## src/rtl/fir_output_scaler_fifo.sv

```systemverilog
`default_nettype none
// ============================================================================
// Module  : fir_output_scaler_fifo
// Purpose : Round, rescale and saturate FIR results into a small output FIFO.
// Revision: 1.0 - initial release
// ============================================================================
module fir_output_scaler_fifo #(
  parameter int DATA_WIDTH = 24,
  parameter int OUT_WIDTH  = 16,
  parameter int SHIFT      = 8,
  parameter int FIFO_DEPTH = 4
) (
  input  logic                  i_clk,
  input  logic                  i_rst_n,
  input  logic                  i_flush,
  input  logic [DATA_WIDTH-1:0] iv_din,
  input  logic                  i_din_valid,
  output logic                  o_ready,
  output logic [OUT_WIDTH-1:0]  ov_dout,
  output logic                  o_dout_valid,
  input  logic                  i_dout_ready,
  output logic [15:0]           ov_sat_count
);

  localparam int c_AW = $clog2(FIFO_DEPTH);
  localparam logic [c_AW:0]   c_FULL    = (c_AW+1)'(FIFO_DEPTH);
  localparam logic [c_AW:0]   c_CNT_ONE = (c_AW+1)'(1);
  localparam logic [c_AW-1:0] c_PTR_ONE = c_AW'(1);
  localparam logic signed [DATA_WIDTH:0] c_RND =
    (SHIFT > 0) ? ((DATA_WIDTH+1)'(1) << ((SHIFT > 0) ? (SHIFT-1) : 0)) : '0;
  localparam logic signed [DATA_WIDTH:0] c_MAX = (DATA_WIDTH+1)'((1 << (OUT_WIDTH-1)) - 1);
  localparam logic signed [DATA_WIDTH:0] c_MIN = ~c_MAX;

  logic [OUT_WIDTH-1:0]         r_mem [FIFO_DEPTH];
  logic [c_AW-1:0]              r_wr_ptr;
  logic [c_AW-1:0]              r_rd_ptr;
  logic [c_AW:0]                r_count;
  logic                         r_out_en;
  logic [15:0]                  r_sat_count;

  logic signed [DATA_WIDTH:0]   w_t;
  logic signed [DATA_WIDTH:0]   w_s;
  logic                         w_sat_hi;
  logic                         w_sat_lo;
  logic [OUT_WIDTH-1:0]         w_scaled;
  logic                         w_push;
  logic                         w_pop;

  // Round-half-up then arithmetic shift; one guard bit keeps the add exact.
  always_comb begin
    w_t      = $signed({iv_din[DATA_WIDTH-1], iv_din}) + c_RND;
    w_s      = w_t >>> SHIFT;
    w_sat_hi = (w_s > c_MAX);
    w_sat_lo = (w_s < c_MIN);
    if (w_sat_hi)      w_scaled = c_MAX[OUT_WIDTH-1:0];
    else if (w_sat_lo) w_scaled = c_MIN[OUT_WIDTH-1:0];
    else               w_scaled = w_s[OUT_WIDTH-1:0];
  end

  // r_out_en holds o_ready low through reset and up to the first edge after release.
  assign o_ready      = r_out_en && (r_count != c_FULL);
  assign o_dout_valid = (r_count != '0);
  assign ov_dout      = o_dout_valid ? r_mem[r_rd_ptr] : '0;
  assign ov_sat_count = r_sat_count;

  assign w_push = i_din_valid && o_ready;
  assign w_pop  = o_dout_valid && i_dout_ready;

  always_ff @(posedge i_clk or negedge i_rst_n) begin
    if (!i_rst_n) begin
      r_wr_ptr    <= '0;
      r_rd_ptr    <= '0;
      r_count     <= '0;
      r_out_en    <= 1'b0;
      r_sat_count <= '0;
    end else begin
      r_out_en <= 1'b1;
      if (i_flush) begin
        r_wr_ptr    <= '0;
        r_rd_ptr    <= '0;
        r_count     <= '0;
        r_sat_count <= '0;
      end else begin
        if (w_push) r_wr_ptr <= r_wr_ptr + c_PTR_ONE;
        if (w_pop)  r_rd_ptr <= r_rd_ptr + c_PTR_ONE;
        case ({w_push, w_pop})
          2'b10:   r_count <= r_count + c_CNT_ONE;
          2'b01:   r_count <= r_count - c_CNT_ONE;
          default: r_count <= r_count;
        endcase
        if (w_push && (w_sat_hi || w_sat_lo) && (r_sat_count != 16'hFFFF))
          r_sat_count <= r_sat_count + 16'd1;
      end
    end
  end

  // Storage carries no reset; contents are only observable once count says so.
  always_ff @(posedge i_clk) begin
    if (w_push && !i_flush) r_mem[r_wr_ptr] <= w_scaled;
  end

endmodule
`default_nettype wire

```

## config.mk

```make
export PLATFORM = sky130hd
export DESIGN_NAME = fir_output_scaler_fifo
export DESIGN_NICKNAME = d
export VERILOG_FILES = /design/src/rtl/fir_output_scaler_fifo.sv
export SDC_FILE = /design/constraint.sdc
export NUM_CORES = 1
export LEC_CHECK = 0
export CORE_ASPECT_RATIO = 0.8
export CORE_MARGIN = 10
export CORE_UTILIZATION = 25
export DETAILED_ROUTE_END_ITERATION = 6
export DONT_BUFFER_PORTS = 1
export PLACE_DENSITY = 0.37
export SYNTH_ARGS = -nofsm -noshare
export SYNTH_HDL_FRONTEND = slang
export SYNTH_SLANG_ARGS = --single-unit
```

## constraint.sdc

```tcl
create_clock -name i_clk -period 3.11 [get_ports i_clk]
set_input_delay 0.4665 -clock i_clk [delete_from_list [all_inputs] [get_ports i_clk]]
set_output_delay 0.4665 -clock i_clk [all_outputs]
set_load 0.005 [all_outputs]
```

==> run_summary.xml <==
<?xml version="1.0" encoding="UTF-8"?>
<metrics>
  <group name="sta">
    <metric name="final.setup.tns" unit="ps">0</metric>
    <metric name="achievable-frequency" unit="MHz">420</metric>
    <metric name="worst_pin_slew" unit="ps">983</metric>
    <metric name="layout_min_cycle_time" unit="ps">2380</metric>
    <metric name="min_period_over_period" unit="%">76.5</metric>
    <metric name="timing.clock.skew" unit="ps">4.77</metric>
    <metric name="slew_violations" unit="">0</metric>
    <metric name="timing.max_slew.rel_slack" unit="%">34.5</metric>
    <metric name="rsz0062_at_grt" unit="">no</metric>
    <metric name="setup-violations-final" unit="">0</metric>
    <metric name="timing.final.hold_violations" unit="">0</metric>
  </group>
  <group name="die">
    <metric name="design.portCount" unit="">63</metric>
    <metric name="die_area" unit="mm²">0.0227</metric>
    <metric name="die_w" unit="µm">166</metric>
    <metric name="die_y" unit="µm">137</metric>
    <metric name="core-area" unit="mm²">0.0166</metric>
    <metric name="fp-row-count" unit="">42</metric>
    <metric name="start_util" unit="%">25.6</metric>
  </group>
  <group name="clock_network">
    <metric name="cts.clk_slew.worst_paths" unit="ps">60</metric>
    <metric name="cts-htree-levels" unit="">3</metric>
    <metric name="cts_made_buffers" unit="">9</metric>
    <metric name="cts_max_path_buffers" unit="">2</metric>
    <metric name="clock_insertion_delay_worst_skew" unit="ps">350</metric>
    <metric name="cts_tree" unit="">done</metric>
    <metric name="clock-root-buffer" unit="">sky130_fd_sc_hd__clkbuf_16</metric>
    <metric name="tritoncts_num_sinks" unit="">88</metric>
    <metric name="cts-resized-gates" unit="">0</metric>
  </group>
  <group name="route">
    <metric name="wire_per_inst" unit="µm">18.7</metric>
    <metric name="remaining_drcs" unit="">0</metric>
    <metric name="drtAntennaViolNets" unit="">0</metric>
    <metric name="firstDrtPassIters" unit="">6</metric>
    <metric name="drt-initial-drc-count" unit="">176</metric>
    <metric name="wirelength" unit="mm">10.2</metric>
    <metric name="route.detailed.vias_per_inst" unit="">4.55</metric>
    <metric name="number_of_vias_after_detailed_routing" unit="">2488</metric>
  </group>
  <group name="final_layout">
    <metric name="most_common_cell_after_layout_fill_and_taps_aside" unit="">sky130_fd_sc_hd__edfxtp_1</metric>
    <metric name="final_cells" unit="">547</metric>
    <metric name="final_nets" unit="">358</metric>
    <metric name="drive_above_1_share" unit="%">14.4</metric>
    <metric name="layout.cell_area.non_filler" unit="mm²">0.00480</metric>
    <metric name="most-common-layout-cells" unit="">64 x sky130_fd_sc_hd__edfxtp_1, 24 x sky130_fd_sc_hd__dfrtp_1, 22 x sky130_fd_sc_hd__and2_1</metric>
    <metric name="antennaDiodeCount" unit="">0</metric>
    <metric name="area_growth_syn_to_layout" unit="%">12.8</metric>
  </group>
  <group name="grt">
    <metric name="grt_use_met2" unit="%">13.9</metric>
    <metric name="grt_util_all_layers" unit="%">9.13</metric>
    <metric name="global_route.peak_usage_layer" unit="">met2</metric>
    <metric name="first_global_vias" unit="">2472</metric>
    <metric name="grt_start_max_net_pins" unit="">27</metric>
    <metric name="globalRouteOverflowTotal" unit="">0</metric>
    <metric name="globalRouteMet3Util" unit="%">3.84</metric>
    <metric name="grt_first_pass_wirelength" unit="mm">15.7</metric>
    <metric name="global_route.usage.met1" unit="%">11.2</metric>
    <metric name="antenna_found_initial" unit="">0</metric>
  </group>
  <group name="pwr">
    <metric name="p_per_area" unit="mW/mm²">644</metric>
    <metric name="power.switching" unit="mW">0.913</metric>
    <metric name="power.share.combinational" unit="%">22.7</metric>
    <metric name="internal-power" unit="mW">2.18</metric>
    <metric name="power_leakage" unit="nW">1.58</metric>
    <metric name="sequentialPowerShare" unit="%">44.7</metric>
    <metric name="switching_share" unit="%">29.5</metric>
    <metric name="clock_power_share" unit="%">32.6</metric>
    <metric name="vdd_ir_drop_max" unit="µV">245</metric>
    <metric name="total_power" unit="mW">3.09</metric>
  </group>
  <group name="critical_path">
    <metric name="r2r_end" unit="">ov_sat_count[15]$_DFFE_PN0P_</metric>
    <metric name="cp_data_required_time" unit="ps">2640</metric>
    <metric name="max_fanout_on_critical_path" unit="">13</metric>
    <metric name="critical_path.reg2reg.startpoint" unit="">ov_sat_count[0]$_DFFE_PN0P_</metric>
    <metric name="path_class" unit="">reg -&gt; out</metric>
    <metric name="register_to_register_setup_slack" unit="ps">890</metric>
    <metric name="setup.worst_path.start_class" unit="">flip-flop</metric>
    <metric name="setup.worst_path.end_class" unit="">output pin</metric>
    <metric name="arrival_time_at_the_worst_endpoint" unit="ps">1910</metric>
    <metric name="r2r_cells" unit="">6</metric>
    <metric name="cp-startpoint" unit="">r_rd_ptr[0]$_DFFE_PN0P_</metric>
    <metric name="crit_end" unit="">ov_dout[15]</metric>
  </group>
  <group name="worst_hold_path">
    <metric name="min-delay-path-class" unit="">in -&gt; reg</metric>
    <metric name="min_from" unit="">i_flush</metric>
  </group>
  <group name="yosys">
    <metric name="dominantRegCellSynth" unit="">sky130_fd_sc_hd__edfxtp_1</metric>
    <metric name="synth_async_sr_flop_share" unit="%">27.3</metric>
    <metric name="synth.area.mux_share" unit="%">10.3</metric>
    <metric name="synth-edff-count" unit="">64</metric>
    <metric name="synth_compound_area_share" unit="%">5.06</metric>
    <metric name="synth_simple_gate_area_share" unit="%">16.5</metric>
    <metric name="synthXorXnorAreaFrac" unit="%">4.12</metric>
    <metric name="syn-cell-area" unit="mm²">0.00426</metric>
    <metric name="post_synth_num_cell_types" unit="">46</metric>
    <metric name="synth_warnings" unit="">0</metric>
    <metric name="largest_family_of_logic_cells_by_synthesized_area" unit="">simple AND/OR/NAND/NOR gates</metric>
    <metric name="synth_adder_area_share" unit="%">2.23</metric>
    <metric name="post_synth_inst_count" unit="">318</metric>
    <metric name="synth_nets" unit="">354</metric>
    <metric name="syn_area_per_cell" unit="µm²">13.4</metric>
    <metric name="postSynthRegisterBits" unit="">88</metric>
    <metric name="most_area_hungry_cell_type_in_the_yosys_netlist" unit="">sky130_fd_sc_hd__edfxtp_1</metric>
    <metric name="largest_cells_by_area_after_synthesis" unit="">sky130_fd_sc_hd__edfxtp_1 45%, sky130_fd_sc_hd__dfrtp_1 14%, sky130_fd_sc_hd__mux4_2 8.5%</metric>
    <metric name="ys_seq_area_share" unit="%">59.3</metric>
    <metric name="synth_top_area_share" unit="%">45.1</metric>
  </group>
  <group name="run">
    <metric name="max-cap-violations" unit="">0</metric>
  </group>
  <group name="place">
    <metric name="gp_routability_congestion" unit="">0.685</metric>
    <metric name="dpl_cell_area" unit="mm²">0.00450</metric>
    <metric name="dpl.hpwl" unit="mm">7.10</metric>
    <metric name="quantity_of_i_o_buffers_inserted_on_ports" unit="">0</metric>
    <metric name="place_inst" unit="">529</metric>
  </group>
  <group name="run_status">
    <metric name="result_of_the_run" unit="">complete, no violations</metric>
  </group>
</metrics>
## critical path, stage by stage (launching register included)
cell and delay [ps]:
sky130_fd_sc_hd__dfrtp_1 590, sky130_fd_sc_hd__buf_12 230, sky130_fd_sc_hd__mux4_2 540, sky130_fd_sc_hd__and2_1 200
## sequential cells by signal, indices dropped and copies added, names as in the netlist
name	cells
r_count	3
r_mem	64
r_rd_ptr	2
r_out_en	1
r_wr_ptr	2
ov_sat_count	16
## through the flow
stage	worst slack [ps]	hold WS, ps	utilization (%)
global route	610	163	28.9
detailed placement	638	173	27.1
global placement	648	173	27.1
floorplan	1100	171	-
CTS	666	158	28.9
finish	730	180	28.9
## worst min-delay path by stage
stage                                               to  cells after the start
after global placement          r_count[0]$_DFFE_PN0P_                      0
after floorplan            ov_sat_count[0]$_DFFE_PN0P_                      0
after detailed placement        r_count[0]$_DFFE_PN0P_                      0
after global routing       ov_sat_count[1]$_DFFE_PN0P_                      1
after CTS                 ov_sat_count[10]$_DFFE_PN0P_                      1
final                      ov_sat_count[6]$_DFFE_PN0P_                      1
## layer usage
metal  vias up  share of wire, %
met4         0               1.6
met5         -                 0
li1       1208                 -
met3        12               6.5
met2        39                46
met1      1229                45
## cells by family after synthesis
kind of cell	count (synthesis)
AOI/OAI and AO/OA	39
xor gates and xnor gates	20
adders and majority gates	7
buffers and inverters	20
DFF	88
muxes	23
other	1
and+or+nand+nor	120
## power by group through the flow
stage / Combinational, mW / Clock (mW) / Sequential, mW
after global placement: 0.722 / 0 / 1.41
after CTS: 0.737 / 1.06 / 1.38
after global routing: 0.786 / 1.09 / 1.40
after floorplan: 0.546 / 0 / 1.37
final: 0.702 / 1.01 / 1.38
after detailed placement: 0.724 / 0 / 1.41
## cell usage after synthesis, types with 7 or more instances
cell type	count
sky130_fd_sc_hd__nand2_1	20
sky130_fd_sc_hd__a21oi_1	14
sky130_fd_sc_hd__inv_1	7
sky130_fd_sc_hd__dfrtp_1	24
sky130_fd_sc_hd__and2_1	22
sky130_fd_sc_hd__nand3_1	15
sky130_fd_sc_hd__nand4_1	9
sky130_fd_sc_hd__mux4_2	16
sky130_fd_sc_hd__o21ai_0	12
sky130_fd_sc_hd__xor2_1	13
sky130_fd_sc_hd__or3_1	10
sky130_fd_sc_hd__nor2_1	19
sky130_fd_sc_hd__xnor2_1	7
sky130_fd_sc_hd__edfxtp_1	64
## timing repair
item | CTS | global route
setup buffers | 0 | 0
hold endpoints to repair | 24 | 0
hold buffers | 2 | 0
## layout make-up
type	instances	area, µm²
repair buffers	6	72.6
fillers	1721	11800
inverters	7	26.3
multi-input cells	210	1630
well taps	220	275
clock inverters	6	42.5
clock buffers	10	229
flip-flops and latches	88	2520
(Power assumes the default switching activity.)
